==> config.mk <==
export PLATFORM = sky130hd
export DESIGN_NAME = pipelined_cla_adder
export DESIGN_NICKNAME = d
export VERILOG_FILES = /design/src/rtl/pipelined_cla_adder.sv
export SDC_FILE = /design/constraint.sdc
export NUM_CORES = 1
export LEC_CHECK = 0
export BUFFER_PORTS_ARGS = -buffer_cell sky130_fd_sc_hd__clkbuf_2
export CORE_MARGIN = 10
export CORE_UTILIZATION = 25
export DETAILED_ROUTE_END_ITERATION = 10
export GPL_TIMING_DRIVEN = 0
export PLACE_DENSITY = 0.48
export SLEW_MARGIN = 20
export SYNTH_ARGS = -nofsm -noshare
export SYNTH_HDL_FRONTEND = slang
export SYNTH_SLANG_ARGS = --single-unit
==> constraint.sdc <==
create_clock -name clk -period 3.8 [get_ports clk]
set_clock_uncertainty 0.1 [all_clocks]
set_input_delay 0.76 -clock clk [delete_from_list [all_inputs] [get_ports clk]]
set_output_delay 0.76 -clock clk [all_outputs]
set_load 0.005 [all_outputs]
==> src/rtl/pipelined_cla_adder.sv <==
// rtl/pipelined_cla_adder.sv - pipelined carry-lookahead adder/subtractor with valid/ready handshake
//
// Ports:
//   clk, rst_n            clock, synchronous active-low reset
//   in_valid / in_ready   operand beat handshake (in_ready = ~out_valid | out_ready)
//   A, B, Cin, Sub        operands; Sub=0: A+B+Cin, Sub=1: A-B-Cin
//   out_valid / out_ready result handshake
//   Sum, Cout, Ovf        result, carry-out (not-borrow on sub), signed overflow
// Optional build macro: PIPELINED_CLA_SATURATE_EN clamps Sum on signed overflow.

module pipelined_cla_adder #(
  parameter int WIDTH = 32,
  parameter int BLOCK = 8
) (
  input  logic             clk,
  input  logic             rst_n,
  input  logic             in_valid,
  output logic             in_ready,
  input  logic [WIDTH-1:0] A,
  input  logic [WIDTH-1:0] B,
  input  logic             Cin,
  input  logic             Sub,
  output logic             out_valid,
  input  logic             out_ready,
  output logic [WIDTH-1:0] Sum,
  output logic             Cout,
  output logic             Ovf
);

  localparam int STAGES = WIDTH / BLOCK;

  logic adv;
  logic accept;

  // The whole pipe moves as one shift register; it only freezes when the
  // final stage holds a result nobody is taking.
  assign adv      = ~out_valid | out_ready;
  assign in_ready = adv;
  assign accept   = in_valid & adv;

  for (genvar k = 0; k < STAGES; k++) begin : stg
    localparam int LO = k * BLOCK;
    localparam int HI = LO + BLOCK;

    // Operand bits not yet consumed, carry and valid entering this slice
    logic [WIDTH-1:LO] a_in;
    logic [WIDTH-1:LO] bx_in;
    logic              c_in;
    logic              v_in;

    logic [BLOCK-1:0]  g;
    logic [BLOCK-1:0]  p;
    logic [BLOCK-1:0]  s;
    logic [BLOCK:0]    c;
    logic              gg;
    logic              pp;

    logic [HI-1:0]     sum_cat;
    logic [HI-1:0]     sum_d;
    logic [HI-1:0]     sum_r;
    logic              c_r;
    logic              v_r;

    if (k == 0) begin : head
      assign a_in    = A;
      assign bx_in   = Sub ? ~B : B;
      assign c_in    = Sub ? ~Cin : Cin;
      assign v_in    = accept;
      assign sum_cat = s;
    end else begin : body
      assign a_in    = stg[k-1].mid.a_r;
      assign bx_in   = stg[k-1].mid.bx_r;
      assign c_in    = stg[k-1].c_r;
      assign v_in    = stg[k-1].v_r;
      assign sum_cat = {s, stg[k-1].sum_r};
    end

    // Each carry is a group-generate / group-propagate of bits [i:0] applied
    // to the slice carry-in, so no carry depends on a lower carry.
    always_comb begin
      g    = a_in[HI-1:LO] & bx_in[HI-1:LO];
      p    = a_in[HI-1:LO] ^ bx_in[HI-1:LO];
      gg   = 1'b0;
      pp   = 1'b1;
      c    = '0;
      c[0] = c_in;
      for (int i = 0; i < BLOCK; i++) begin
        gg     = g[i] | (p[i] & gg);
        pp     = pp & p[i];
        c[i+1] = gg | (pp & c_in);
      end
      s = p ^ c[BLOCK-1:0];
    end

    if (k == STAGES - 1) begin : fin
      logic ovf_d;
      logic ovf_r;

      assign ovf_d = c[BLOCK] ^ c[BLOCK-1];

`ifdef PIPELINED_CLA_SATURATE_EN
      localparam logic [WIDTH-1:0] SAT_MAX = {1'b0, {(WIDTH-1){1'b1}}};
      // A's sign decides direction: a positive A can only overflow upward.
      assign sum_d = ovf_d ? (a_in[WIDTH-1] ? ~SAT_MAX : SAT_MAX) : sum_cat;
`else
      assign sum_d = sum_cat;
`endif

      always_ff @(posedge clk) begin
        if (!rst_n) begin
          ovf_r <= 1'b0;
        end else if (adv) begin
          ovf_r <= ovf_d;
        end
      end
    end else begin : mid
      logic [WIDTH-1:HI] a_r;
      logic [WIDTH-1:HI] bx_r;

      assign sum_d = sum_cat;

      always_ff @(posedge clk) begin
        if (!rst_n) begin
          a_r  <= '0;
          bx_r <= '0;
        end else if (adv) begin
          a_r  <= a_in[WIDTH-1:HI];
          bx_r <= bx_in[WIDTH-1:HI];
        end
      end
    end

    always_ff @(posedge clk) begin
      if (!rst_n) begin
        v_r   <= 1'b0;
        c_r   <= 1'b0;
        sum_r <= '0;
      end else if (adv) begin
        v_r   <= v_in;
        c_r   <= c[BLOCK];
        sum_r <= sum_d;
      end
    end
  end

  assign out_valid = stg[STAGES-1].v_r;
  assign Sum       = stg[STAGES-1].sum_r;
  assign Cout      = stg[STAGES-1].c_r;
  assign Ovf       = stg[STAGES-1].fin.ovf_r;

endmodule

; ---- Yosys cells after proc, flatten, opt, wreduce, memory -nomap -nowiden
; Cells that the tools add are included.
[totals]
ff_bits = 185
latchBits = 0
mem_bits_rw = 0
mem_bits_ro = 0
in_bits = 70
output_inout_bits = 36
elab_cells = 187
memories = 0
[op_classes]
add_sub_neg = 0
mul = 0
div_mod_pow = 0
n_lt_le_gt_ge = 0
n_eq_ne = 0
shifts = 0
mux = 2
bitwise_logic = 166
n_reduce_logical = 0
[op_table]
columns = cell, count
row1 = $and A1 B1 Y1, 89
row2 = $xor A8 B8 Y8, 8
row3 = $or A1 B1 Y1, 61
row4 = $and A8 B8 Y8, 4
row5 = $mux W32, 1
row6 = $not A32 Y32, 1
row7 = $not A1 Y1, 2
row8 = $mux W1, 1
row9 = $xor A1 B1 Y1, 1

; ---- Depth between registers and ports, before layout
; Gate-level depths: netlist (run 1).
[logic_depth]
ltp_word = 18
depth_mapped = 9
depth_no_buf = 7

; ---- Least setup slack after synthesis (run 1)
; Ideal clock, no wire load.
[synth_timing]
path_type = input to register
from = in Sub
to = reg stg[0].c_r
arrival_ns = 2.476
required_ns = 3.580
path_slack_ns = 1.104
stages = 9
cell_sequence = buf_4 > buf_2 > xor2_1 > ha_1 > o21a_1 > o21ai_0 > a21oi_2 > o31a_1 > o31a_1
[synth_between]
elab_chain_cells = 17
elab_cells_between_ends = 27
[synth_rtl]
columns = item, line_no
row1 = from (decl), 22  ; input logic Sub,
row2 = $mux W32, 66  ; assign bx_in = Sub ? ~B : B;
row3 = $xor A8 B8 Y8 or $and A8 B8 Y8 (tied branches), "82, 81"
row4 = $and A1 B1 Y1, 88  ; gg = g[i] | (p[i] & gg);
row5 = $or A1 B1 Y1, 88
row6 = $and A1 B1 Y1, 88
row7 = $or A1 B1 Y1, 88
row8 = $and A1 B1 Y1, 88
row9 = $or A1 B1 Y1, 88
row10 = $and A1 B1 Y1, 88
row11 = $or A1 B1 Y1, 88
row12 = $and A1 B1 Y1, 88
row13 = $or A1 B1 Y1, 88
row14 = $and A1 B1 Y1, 88
row15 = $or A1 B1 Y1, 88
row16 = $and A1 B1 Y1, 88
row17 = $or A1 B1 Y1, 88
row18 = $or A1 B1 Y1 (*), 90  ; c[i+1] = gg | (pp & c_in);
row19 = to (signal assigned), 140  ; c_r <= c[BLOCK];
row20 = to (decl), 61  ; logic c_r;
; Every way passes the cells marked *; elsewhere a longest branch is shown, timed or not.
; A chain may end at the register's enable or synchronous reset.

; ---- Worst setup path after layout (run 1)
[layout_timing]
from = reg stg[3].v_r (netlist: out_valid)
to = out in_ready
[layout_between]
elab_chain_cells = 2
[layout_rtl]
columns = item, line_no
row1 = from (decl), 62  ; logic v_r;
row2 = from (signal assigned), 139  ; v_r <= v_in;
row3 = $not A1 Y1, 37  ; assign adv = ~out_valid | out_ready;
row4 = $or A1 B1 Y1, 37
row5 = to (decl), 18  ; output logic in_ready,
; No other way between the ends.

==> reports/metrics.yaml, run 1 <==
global_route:
  grtUsageTotal_pct: 12.2
  grt-ovfl-total: 0
  grt_pass1_vias: 6489
  grt_pass1_wl_mm: 36.9
  grt_max_degree: 19
  antenna_found_initial: 0
sta:
  finalHoldViolCount: 0
  worstMarginPinSlew_ns: 0.745
  setup_viol: 0
  report.final.slew_viol_count: 0
  rsz0062_at_grt: "false"
  maxSlewHeadroom_pct: 50.3
  fin_worst_hold_slack_ns: 0.350
  fmax_mhz: 313
  min_period_ns: 3.19
  tns_ns: 0
  fin_crit_sh_pct: 84.1
place:
  dpl.hpwl_mm: 18.3
  port_buffers: 103
  globalplace.congestion: 0.814
yosys:
  synthFlopType: "dfxtp_1"
  synth_area_sq_um: 7740
  yosys_warnings: 0
  yosysSeqAreaShare_pct: 47.8
  syn_inst: 938
  synth_edf_count: 0
  syn-num-nets: 1044
  synth_top_cell_by_area: "dfxtp_1"
  synth_top_area_share_pct: 47.8
  synthTopCellsByArea: "dfxtp_1 (48%), nand2_1 (13%), a21oi_1 (9.8%)"
  async_reset_ff_share_pct: 0
  synth_area_per_cell_sq_um: 8.26
  synth_seq_cells: 185
  synth_cell_type_count: 41
clock_tree:
  cts_made_buffers: 17
  ctsHoldBuffers: 0
  clock_latency_ns: 0.44
  post_cts_buffers: 0
  htreeDepth: 4
  clock_path_buffers: 2
  cts_tree: "yes"
  path_clk_slew_ns: 0.07
  cts_resized: 0
  cts.sinks: 185
  cts_root_buffer: "clkbuf_16"
worst_hold_path:
  hold_path_end: "Sum[23]"
  hp-class: "reg2reg"
  hold_depth: 2
  min_from: "Sum[23]"
pwr:
  power_density_nw_per_um2: 463
  irDropWorstVdd_uv: 313
  p_leak_uw: 0.00376
worst_setup_path:
  rrSetupSlack_ns: 1.48
  end_kind: "primary output"
  cp.arrival_ns: 2.33
  r2r-end: "stg[0].mid.a_r[17]"
  cp_cell_sequence: "nor2b_1, inv_2, clkbuf_1, clkbuf_1, clkbuf_2"
  crit_slowest_cell: "clkbuf_1"
  start_kind: "flip-flop"
  crit_type: "reg2out"
  max_stage_delay_ns: 0.56
  cpMostUsedCell: "clkbuf_1"
  reg2reg_depth: 6
  crit_fanout: 10
  cp_data_required_time_ns: 2.94
  rr_startpoint: "out_valid"
layout:
  antenna-diode-count: 0
  drive_gt1_share_pct: 13.4
  fill_cells: 3413
  final_common_cell: "nand2_1"
  nets: 1166
  syn_to_final_growth_pct: 20.2
  mostFrequentLayoutCells: "nand2_1 (277), dfxtp_1 (185), a21oi_1 (152), clkbuf_2 (103), clkbuf_1 (52)"
routing:
  wl_met3_um: 849
  drt_iter0_drc: 397
  drt-met1-wl_mm: 11.6
  ant_nets: 0
  dr_wl_met2_mm: 10.8
  drt_pre_antenna_iters: 5
  viasPerCell: 4.44
  drc: 0
  highest_layer: "met4"
  routed_wl_mm: 23.5
  num_vias: 6514
  drt-wirelength-per-cell_um: 16.0
status:
  status: "finished, final reports clean"
job:
  maxCapViolCount: 0
floorplanning:
  die_area_sq_um: 38400
  io_pins: 106
  dieWidth_um: 196
  start_util_pct: 25.3
  row_count: 64
  core_sq_um: 30600
  die_height_um: 196
cells in the mapped netlist, drive strengths merged (4+ instances only):
cell type,number
nand3,13
dfxtp,185
o31a,4
xor2,15
nor3,6
o211ai,4
inv,4
xnor2,28
clkbuf,52
a211oi,35
nor2,40
a21o,9
fa,4
ha,32
o21ai,20
o31ai,10
buf,11
nand2,277
a21oi,153
o21a,10
per-stage QoR:
step                area [sq um]  worst slack (ns)  std cells  util, %  total power (uW)
finish                      9310             0.606       1468     30.4              4310
global route                9310             0.450       1468     30.4              4520
CTS                         9310             0.505       1468     30.4              4360
detailed placement          8750             0.533       1437     28.6              2670
global placement            8750             0.546       1437     28.6              2660
floorplan                   7740              1.10        938        -              2480
worst max path at each step:
stage                    from         end  slack (ns)  cells after the start
floorplan                 Sub  stg[0].c_r        1.10                      9
global placement    out_ready    in_ready        0.55                      6
detailed placement  out_ready    in_ready        0.53                      6
CTS                 out_valid    in_ready        0.50                      5
global route        out_valid    in_ready        0.45                      5
finish              out_valid    in_ready        0.61                      5
kinds of logic (layout without fill, tap and decap cells):
group           after synthesis  after routing  synth area share (%)
simple gates                352            352                  18.0
xor+xnor                     43             43                  5.11
flops                       185            185                  47.8
compound gates              254            254                  19.3
buf+inv                      68            202                  3.51
fa+ha+maj                    36             36                  6.20
final cells by class:
class / instances / area, sq um / share of cell area (%)
sequential: 185 / 3700 / 39.8
inverter: 5 / 18.8 / 0.202
timing repair buffer: 103 / 515 / 5.54
clock inverter: 14 / 126 / 1.36
clock buffer: 17 / 425 / 4.57
tap: 396 / 495 / 5.32
buffer: 63 / 253 / 2.72
multi-input combinational: 685 / 3770 / 40.5
worst max-delay path: cells and delay by family (launching register included):
kind          cells  cell delay (ns)
buf+inv           4             1.40
flops             1             0.31
simple gates      1             0.18
metal layers:
layer	GRT usage [%]	vias to the layer above
li1	-	3424
met1	16.1	2977
met2	19.7	99
met3	2.46	14
met4	3.42	0
met5	0	-
flip-flops by register name, summed over array words and instances, names as in the netlist:
name          flops
Ovf               1
stg.c_r           3
stg.mid.a_r      48
stg.sum_r        48
stg.v_r           3
Sum              32
out_valid         1
Cout              1
stg.mid.bx_r     48
where the power goes:
group          switching [uW]  internal, uW
clock                     831           861
sequential               80.8          2070
combinational             266           207
Note: power is estimated with default switching activity, not from simulation.
==> run 2, diff against run 1 <==
==> constraint.sdc (replaced) <==
create_clock -name clk -period 3.1 [get_ports clk]
set_clock_uncertainty 0.1 [all_clocks]
set_input_delay 0.62 -clock clk [delete_from_list [all_inputs] [get_ports clk]]
set_output_delay 0.62 -clock clk [all_outputs]
set_load 0.005 [all_outputs]
==> run 2 against run 1 <==
  * Cell count unchanged
  * Final area about the same
  * Flip-flop and latch count did not move
  * Combinational power increased by 22%
  * Clock power is 22% higher
  * Via count about the same
  * Global-route usage stayed put
  * Non-clock buffer count unchanged
  * Highest routed layer unchanged
==> reports/metrics.yaml, run 2 (same netlist as run 1, synthesis figures left out) <==
floorplanning:
  die_height_um: 196
  io_pins: 106
  core_sq_um: 30600
  die_area_sq_um: 38400
  dieWidth_um: 196
  row_count: 64
  start_util_pct: 25.3
pwr:
  combPwrFrac_pct: 11.0
  p_int_uw: 3840
  switching_share_pct: 27.3
  clkPwrFrac_pct: 39.2
  irDropWorstVdd_uv: 384
  p_leak_uw: 0.00377
  power_density_nw_per_um2: 568
  pwr-share-seq_pct: 49.8
  power.switching_uw: 1440
place:
  globalplace.congestion: 0.814
  place_ws_ns: 0.113
  port_buffers: 103
  dpl.hpwl_mm: 18.3
job:
  maxCapViolCount: 0
routing:
  drc: 0
  routed_wl_mm: 23.5
  viasPerCell: 4.43
  num_vias: 6509
  ant_nets: 0
  drt_pre_antenna_iters: 5
  drt_iter0_drc: 397
  drt-wirelength-per-cell_um: 16.0
sta:
  tns_ns: 0
  report.final.slew_viol_count: 0
  maxSlewHeadroom_pct: 50.4
  finalHoldViolCount: 0
  fmax_mhz: 352
  fin_crit_sh_pct: 91.7
  worstMarginPinSlew_ns: 0.744
  setup_ws_ns: 0.256
  min_period_ns: 2.84
  setup_viol: 0
  rsz0062_at_grt: "false"
worst_setup_path:
  critPathBufInv: 4
  end_kind: "primary output"
  cpMostUsedCell: "clkbuf_2"
  cp_cell_sequence: "nor2b_1, inv_2, clkbuf_1, clkbuf_2, clkbuf_2"
  cp_data_required_time_ns: 2.38
  cp_top_family: "buffers and inverters"
  cp.arrival_ns: 2.12
  start_kind: "flip-flop"
  worst-path-stages: 5
  crit_fanout: 10
  max_stage_delay_ns: 0.48
  crit_type: "reg2out"
  reg2reg_depth: 6
  crit_slowest_cell: "clkbuf_1"
clock_tree:
  clock_latency_ns: 0.44
  cts.sinks: 185
  post_cts_buffers: 0
  clock_path_buffers: 2
  cts_made_buffers: 17
  cts_tree: "yes"
  cts_resized: 1
  htreeDepth: 4
  path_clk_slew_ns: 0.08
  ctsHoldBuffers: 0
  cts_root_buffer: "clkbuf_16"
layout:
  syn_to_final_growth_pct: 20.2
  antenna-diode-count: 0
  drive_gt1_share_pct: 13.5
  nets: 1166
  fill_cells: 3413
  mostFrequentLayoutCells: "nand2_1 (277), dfxtp_1 (185), a21oi_1 (152), clkbuf_2 (104), clkbuf_1 (51)"
  final_common_cell: "nand2_1"
  fin_util_pct: 30.4
  top_regs: "stg.mid.a_r x48, stg.mid.bx_r x48, stg.sum_r x48"
worst_hold_path:
  hold_depth: 3
  hp-class: "in2reg"
global_route:
  antenna_found_initial: 0
  grt_max_degree: 19
  grt-ovfl-total: 0
  grt_pass1_vias: 6489
  grt_pass1_wl_mm: 36.9
  grtUsageTotal_pct: 12.2
status:
  status: "finished, final reports clean"
run 2: cell counts in the layout (fill, tap and decap cells not counted):
Identical to the previous run, type by type.
run 2: power groups by stage:
stage	sequential [uW]	combinational, uW	clock, uW
after global placement	2680	579	0
after global routing	2650	663	2220
after CTS	2630	589	2130
final	2630	579	2070
after floorplan	2650	391	0
after detailed placement	2690	584	0
run 2: final timing paths:
path,endpoint,startpoint,slack (ns)
worst min-delay path,stg[0].mid.a_r[19],A[19],0.30
worst max-delay path,in_ready,out_valid,0.26
worst min register to register,Sum[23],Sum[23],0.35
worst max register to register,stg[0].mid.a_r[17],out_valid,0.78
run 2: per-layer routing:
layer  routed length (um)  up-vias  track usage, %
met1                11600     2974            16.1
met3                  838       15            2.46
li1                     -     3424               -
met4                  275        0            3.42
met5                    0        -               0
met2                10800       96            19.7
run 2: layout make-up:
| class | instances | area (sq um) | area share [%] |
|---|---|---|---|
| Timing Repair Buffer | 103 | 515 | 5.54 |
| Inverter | 5 | 18.8 | 0.202 |
| Sequential cell | 185 | 3700 | 39.8 |
| Buffer | 63 | 254 | 2.73 |
| Tap cell | 396 | 495 | 5.32 |
| Multi-Input combinational cell | 685 | 3770 | 40.5 |
| Clock buffer | 17 | 425 | 4.57 |
| Clock inverter | 14 | 126 | 1.36 |
run 2: per-stage QoR:
stage               power, uW  hold WS, ns  area, sq um  instances
global placement         3260        0.340         8750       1437
detailed placement       3270        0.345         8750       1437
global route             5530        0.304         9310       1468
CTS                      5350        0.290         9310       1468
floorplan                3040        0.325         7740        938
finish                   5290        0.301         9310       1468
run 2: worst min-delay path, delay by kind of cell:
kind | cells | cell delay [ns]
and+or+nand+nor | 1 | 0.05
AOI/OAI and AO/OA | 1 | 0.05
buffers and inverters | 1 | 0.08
